### config.mk
export PLATFORM = sky130hd
export DESIGN_NAME = pixel_stream_framer
export DESIGN_NICKNAME = d
export VERILOG_FILES = /design/src/rtl/pixel_stream_framer.sv
export SDC_FILE = /design/constraint.sdc
export NUM_CORES = 1
export LEC_CHECK = 0
export CORE_MARGIN = 10
export CORE_UTILIZATION = 55
export CTS_CLUSTER_DIAMETER = 150
export CTS_CLUSTER_SIZE = 40
export DETAILED_ROUTE_END_ITERATION = 10
export PLACE_DENSITY_LB_ADDON = 0.15
export SYNTH_ARGS = -nofsm -noshare
export SYNTH_HDL_FRONTEND = slang
export SYNTH_SLANG_ARGS = --single-unit
### constraint.sdc
create_clock -name clk -period 3.7 [get_ports clk]
set_clock_uncertainty 0.15 [all_clocks]
set_input_delay 0.555 -clock clk [delete_from_list [all_inputs] [get_ports clk]]
set_output_delay 0.555 -clock clk [all_outputs]
set_load 0.1 [all_outputs]
### src/rtl/pixel_stream_framer.sv
// Tags a free-running pixel stream with sof/eol/eof, buffers it and re-emits it as a framed
// valid/ready stream. Define PIXEL_STREAM_FRAMER_STATS_EN to add a saturating drop_count output.
module pixel_stream_framer #(
  parameter int IMAGE_WIDTH      = 1280,
  parameter int IMAGE_HEIGHT     = 360,
  parameter int PIXEL_DATA_WIDTH = 16,
  parameter int FIFO_DEPTH       = 16
) (
  input  logic                        clk,
  input  logic                        resetn,
  input  logic [PIXEL_DATA_WIDTH-1:0] s_pixel_data,
  input  logic                        s_pixel_valid,
  output logic [PIXEL_DATA_WIDTH-1:0] m_axis_tdata,
  output logic                        m_axis_tvalid,
  input  logic                        m_axis_tready,
  output logic                        m_axis_tuser,
  output logic                        m_axis_tlast,
  input  logic                        clr_overflow,
  output logic                        overflow,
  output logic                        frame_done,
`ifdef PIXEL_STREAM_FRAMER_STATS_EN
  output logic [15:0]                 drop_count,
`endif
  output logic                        dbg_state_o
);

  // Handshake: a word moves on m_axis when tvalid && tready in the same cycle; tvalid and the
  // payload hold until that happens. The input side has no ready and is never stalled.

  localparam int AW = $clog2(FIFO_DEPTH);
  localparam int CW = AW + 1;
  localparam int EW = PIXEL_DATA_WIDTH + 3;
  localparam logic [10:0]   COL_LAST = 11'(IMAGE_WIDTH - 1);
  localparam logic [10:0]   ROW_LAST = 11'(IMAGE_HEIGHT - 1);
  localparam logic [CW-1:0] DEPTH_C  = CW'(FIFO_DEPTH);

  typedef enum logic {
    ST_EMPTY  = 1'b0,
    ST_LOADED = 1'b1
  } state_t;

  state_t            state_q, state_d;
  logic [10:0]       col_q, col_d;
  logic [10:0]       row_q, row_d;
  logic [AW-1:0]     wr_ptr_q, wr_ptr_d;
  logic [AW-1:0]     rd_ptr_q, rd_ptr_d;
  logic [CW-1:0]     cnt_q, cnt_d;
  logic [EW-1:0]     out_q, out_d;
  logic              overflow_q, overflow_d;
  logic              frame_done_q, frame_done_d;
  logic [EW-1:0]     mem [FIFO_DEPTH];

  logic          tag_sof, tag_eol, tag_eof;
  logic [EW-1:0] wr_word;
  logic          handshake, load_slot, fifo_empty, fifo_full;
  logic          pop, bypass, push, drop;

  assign tag_sof = (row_q == 11'd0) && (col_q == 11'd0);
  assign tag_eol = (col_q == COL_LAST);
  assign tag_eof = tag_eol && (row_q == ROW_LAST);
  assign wr_word = {s_pixel_data, tag_sof, tag_eol, tag_eof};

  assign handshake  = (state_q == ST_LOADED) && m_axis_tready;
  assign load_slot  = (state_q == ST_EMPTY) || handshake;
  assign fifo_empty = (cnt_q == '0);
  assign fifo_full  = (cnt_q == DEPTH_C);
  assign pop        = load_slot && !fifo_empty;
  // An empty FIFO with a free output slot forwards the pixel straight to the register,
  // giving one-cycle latency and gap-free streaming.
  assign bypass     = load_slot && fifo_empty && s_pixel_valid;
  assign push       = s_pixel_valid && (!fifo_full || pop) && !bypass;
  assign drop       = s_pixel_valid && fifo_full && !pop;

  always_comb begin
    col_d = col_q;
    row_d = row_q;
    if (s_pixel_valid) begin
      if (col_q == COL_LAST) begin
        col_d = 11'd0;
        row_d = (row_q == ROW_LAST) ? 11'd0 : row_q + 11'd1;
      end else begin
        col_d = col_q + 11'd1;
      end
    end
  end

  always_comb begin
    state_d  = state_q;
    out_d    = out_q;
    wr_ptr_d = push ? wr_ptr_q + AW'(1) : wr_ptr_q;
    rd_ptr_d = pop  ? rd_ptr_q + AW'(1) : rd_ptr_q;
    cnt_d    = cnt_q;
    case ({push, pop})
      2'b10:   cnt_d = cnt_q + CW'(1);
      2'b01:   cnt_d = cnt_q - CW'(1);
      default: cnt_d = cnt_q;
    endcase
    if (pop) begin
      out_d   = mem[rd_ptr_q];
      state_d = ST_LOADED;
    end else if (bypass) begin
      out_d   = wr_word;
      state_d = ST_LOADED;
    end else if (handshake) begin
      state_d = ST_EMPTY;
    end
    frame_done_d = handshake && out_q[0];
    overflow_d   = drop || (overflow_q && !clr_overflow);
  end

  always_ff @(posedge clk or negedge resetn) begin
    if (!resetn) begin
      state_q      <= ST_EMPTY;
      col_q        <= '0;
      row_q        <= '0;
      wr_ptr_q     <= '0;
      rd_ptr_q     <= '0;
      cnt_q        <= '0;
      out_q        <= '0;
      overflow_q   <= 1'b0;
      frame_done_q <= 1'b0;
    end else begin
      state_q      <= state_d;
      col_q        <= col_d;
      row_q        <= row_d;
      wr_ptr_q     <= wr_ptr_d;
      rd_ptr_q     <= rd_ptr_d;
      cnt_q        <= cnt_d;
      out_q        <= out_d;
      overflow_q   <= overflow_d;
      frame_done_q <= frame_done_d;
    end
  end

  always_ff @(posedge clk) begin
    if (push) mem[wr_ptr_q] <= wr_word;
  end

`ifdef PIXEL_STREAM_FRAMER_STATS_EN
  logic [15:0] drop_cnt_q, drop_cnt_d;

  // A drop in the same cycle as a clear restarts the count at one.
  always_comb begin
    drop_cnt_d = drop_cnt_q;
    if (drop) begin
      if (clr_overflow)                drop_cnt_d = 16'd1;
      else if (drop_cnt_q != 16'hFFFF) drop_cnt_d = drop_cnt_q + 16'd1;
    end else if (clr_overflow) begin
      drop_cnt_d = 16'd0;
    end
  end

  always_ff @(posedge clk or negedge resetn) begin
    if (!resetn) drop_cnt_q <= '0;
    else         drop_cnt_q <= drop_cnt_d;
  end

  assign drop_count = drop_cnt_q;
`endif

  assign m_axis_tdata  = out_q[EW-1:3];
  assign m_axis_tuser  = out_q[2];
  assign m_axis_tlast  = out_q[1];
  assign m_axis_tvalid = (state_q == ST_LOADED);
  assign overflow      = overflow_q;
  assign frame_done    = frame_done_q;
  assign dbg_state_o   = state_q;

endmodule

==> run_results.csv <==
group,metric,value,unit
setup_path,path_class,"reg -> reg",
hold_path,hold_path_class,"in -> async",
clock_tree,clk_pin_slew_worst_paths,0.14,ns
synth,ys_ff_latch,361,
power,pwr_density_cell,710,nW/um^2
synth,synth.avg_cell_area,18.3,sq um
synth,yosys.area.top_type,"edfxtp_1",
synth,synth.distinct_cells,49,
route,first_iter_violations,771,
power,seq_power_share,48.5,%
placed_design,dp_slack,0.251,ns
flow_run,cap_violations,0,
floorplanning,die_y,183,um
timing,worst_hold_slack,0.0385,ns
clock_tree,cts_sinks,361,
final_layout,post_layout_nonfiller_instances,1167,
route,firstDrtPassIters,5,
timing,period_minus_slack,3.11,ns
timing,final-hold-violation-count,0,
power,p_int,7.23,mW
global_routing,overflow,0,
floorplanning,start_util,55.8,%
synth,ys_warn_count,0,
setup_path,slowest_delay,0.50,ns
setup_path,critical-path-slowest-cell,"dfrtp_1",
power,vdd_drop_max,0.000819,V
setup_path,path_buf_inv,1,
synth,synthCells,792,
synth,synthArstFlopShare,15.8,%
clock_tree,clkLatencyLatePin,0.50,ns
synth,netlist_area,14500,sq um
setup_path,cp_data_required_time,3.96,ns
setup_path,crit_path_end_kind,"register",
clock_tree,clockRootBuffer,"clkbuf_16",
final_layout,fin_nets,860,
synth,yosysSeqAreaShare,72.6,%
power,swShare,35.4,%
synth,netlist_top_cells_area,"edfxtp_1 63%, mux4_2 12%, dfrtp_1 9.8%",
global_routing,grt_max_degree,45,
route,vias,7369,
clock_tree,cts_setup_buffers,0,
power,combPwrFrac,35.1,%
floorplanning,io-pin-count,43,
placed_design,place_hpwl,18400,um
power,clock_power_share,16.4,%
route,wire_per_inst,25.4,um
outcome,status,"completed",
final_layout,syn2layout_area_growth,8.50,%
global_routing,grt_pass1_wl,46000,um
clock_tree,cts_tree,"yes",
placed_design,port_buffers,42,
final_layout,diodes,0,
clock_tree,h-tree-depth,1,
floorplanning,num_rows,59,
route,drc_errors,0,
global_routing,antenna_found_initial,0,
timing,maxSlewViolCount,0,
final_layout,drive_gt1_share,17.9,%
timing,setup_ws,0.594,ns
timing,fmax,322,MHz
route,via_per_inst,6.31,
floorplanning,dieArea,33300,sq um
clock_tree,ctsHoldBuffers,0,
power,power_switching,3.96,mW
route,ant_nets,0,
timing,setup_viol,0,
power,p_leak,5.12,nW
global_routing,grt_pass1_vias,7675,
synth,synth_top_area_share,62.8,%
synth,synth_nets,826,
setup_path,cp-start-kind,"register",
clock_tree,cts_resized,0,
placed_design,finalWeightedCongestion,0.868,
floorplanning,die_x,183,um
route,finalWirelength,29600,um
synth,ys.flop_type,"edfxtp_1",
setup_path,critPathArrivalTime,3.36,ns
timing,worst-slew-pin-transition,1.03,ns
synth,synth_edf_count,304,
setup_path,crit_fanout,9,
clock_tree,cts_max_path_buffers,3,
floorplanning,core,26100,sq um
timing,timing.final.crit_share,84.0,%
setup_path,crit_chain,"nor4_2 -> nand2b_1 -> nand2_1 -> inv_1 -> ha_1 -> xor2_1 -> ha_1 -> o211ai_1 -> a21oi_1 -> a31oi_1 -> nor2_1 -> xor2_1",
timing,rsz0062_at_grt,"no",
setup_path,path_delay_family,"simple AND/OR/NAND/NOR gates",
clock_tree,cts_buffers,13,
power,p_total,11.2,mW
global_routing,grt_use_total,17.8,%
placed_design,dp.cells,1146,
timing,relSlewSlack,30.9,%
-- cell type report --
class / count / area, sq um
multi-input cells: 360 / 3670
inverters: 16 / 60.1
flip-flops and latches: 361 / 10600
well taps: 335 / 419
fillers: 1872 / 10300
clock buffers: 20 / 352
repair buffers: 74 / 668
clock inverters: 1 / 30.0
-- cells in the mapped netlist (2+ instances only) --
cell type	instances
dfrtp_1	57
o21a_1	2
buf_4	21
nand3_1	17
nor4_1	8
xor2_1	8
nand3b_1	18
and3_1	6
ha_1	13
buf_1	4
nand2b_1	21
o22ai_1	19
a21o_1	2
a21oi_1	18
and2_1	6
buf_2	16
nor2_1	18
nor3_1	7
o21ai_0	10
or4_4	3
nand4_1	6
o221ai_1	16
inv_1	16
clkbuf_1	13
edfxtp_1	304
mux2_2	2
mux2i_1	3
nor3b_1	2
mux4_2	77
xnor2_1	20
nor2b_1	5
a22oi_1	2
nand2_1	36
-- per-layer routing --
layer | global-route usage [%] | wire length (um)
met2 | 28.3 | 14100
met3 | 2.81 | 2170
met1 | 26.0 | 12900
met5 | 0 | 0
met4 | 3.16 | 435
-- sequential cells by signal (all words and copies together) (netlist names) --
register and cells:
mem 304, out_q 19, col_q 11, row_q 11, cnt_q 5, rd_ptr_q 4
wr_ptr_q 4, dbg_state_o 1, frame_done 1, overflow 1
-- worst register-to-register path, delay by kind of cell (launching register included) --
kind	cells	cell delay [ns]
AOI/OAI and AO/OA	3	0.44
xor gates and xnor gates	2	0.34
adders and majority gates	2	0.57
buffers and inverters	1	0.16
DFF	1	0.50
and+or+nand+nor	4	0.85
-- power groups by stage --
stage | combinational (mW) | sequential, mW | clock (mW)
floorplan | 3.12 | 5.31 | 0
global placement | 3.89 | 5.50 | 0
detailed placement | 3.96 | 5.53 | 0
CTS | 3.96 | 5.44 | 1.88
global route | 4.20 | 5.51 | 2.02
finish | 3.92 | 5.43 | 1.84
-- cells in the final DEF (no fill, tap or decap), drive strengths merged, types with 19 or more instances in the layout --
master	n
o22ai	19
clkdlybuf4s50	41
buf	33
mux4	77
nand2b	21
xnor2	20
edfxtp	304
clkbuf	20
nand2	37
dfrtp	57
-- kinds of logic (layout without fill, tap and decap cells) --
| kind of cell | count (synthesis) | count (layout) | synth area share, % |
|---|---|---|---|
| multiplexers | 82 | 82 | 12.3 |
| AND/OR/NAND/NOR | 162 | 162 | 6.30 |
| AO/OA/AOI/OAI | 75 | 75 | 3.38 |
| adder cells (fa/ha/maj) | 13 | 13 | 1.12 |
| flip-flops | 361 | 361 | 72.6 |
| buffers and inverters | 71 | 111 | 2.57 |
| XOR/XNOR | 28 | 28 | 1.69 |
-- through the flow --
stage,TNS [ns],util (%),instance area (sq um)
after floorplan,-64.00,-,14500
after global placement,0,59.0,15400
after detailed placement,0,59.0,15400
after CTS,0,60.5,15800
after global routing,0,60.5,15800
final,0,60.5,15800
-- final timing paths --
| path | slack [ns] | startpoint | cells after the start | to |
|---|---|---|---|---|
| max | 0.59 | cnt_q[1] | 12 | cnt_q[4] |
| min | 0.04 | resetn | 1 | row_q[2] |
| max reg2reg | 0.59 | cnt_q[1] | 12 | cnt_q[4] |
| min reg2reg | 0.34 | row_q[10] | 1 | row_q[10] |
| max in group asynchronous | 2.55 | resetn | 2 | out_q[12] |
| min in group clk | 0.34 | row_q[10] | 1 | row_q[10] |
(Power assumes the default switching activity.)
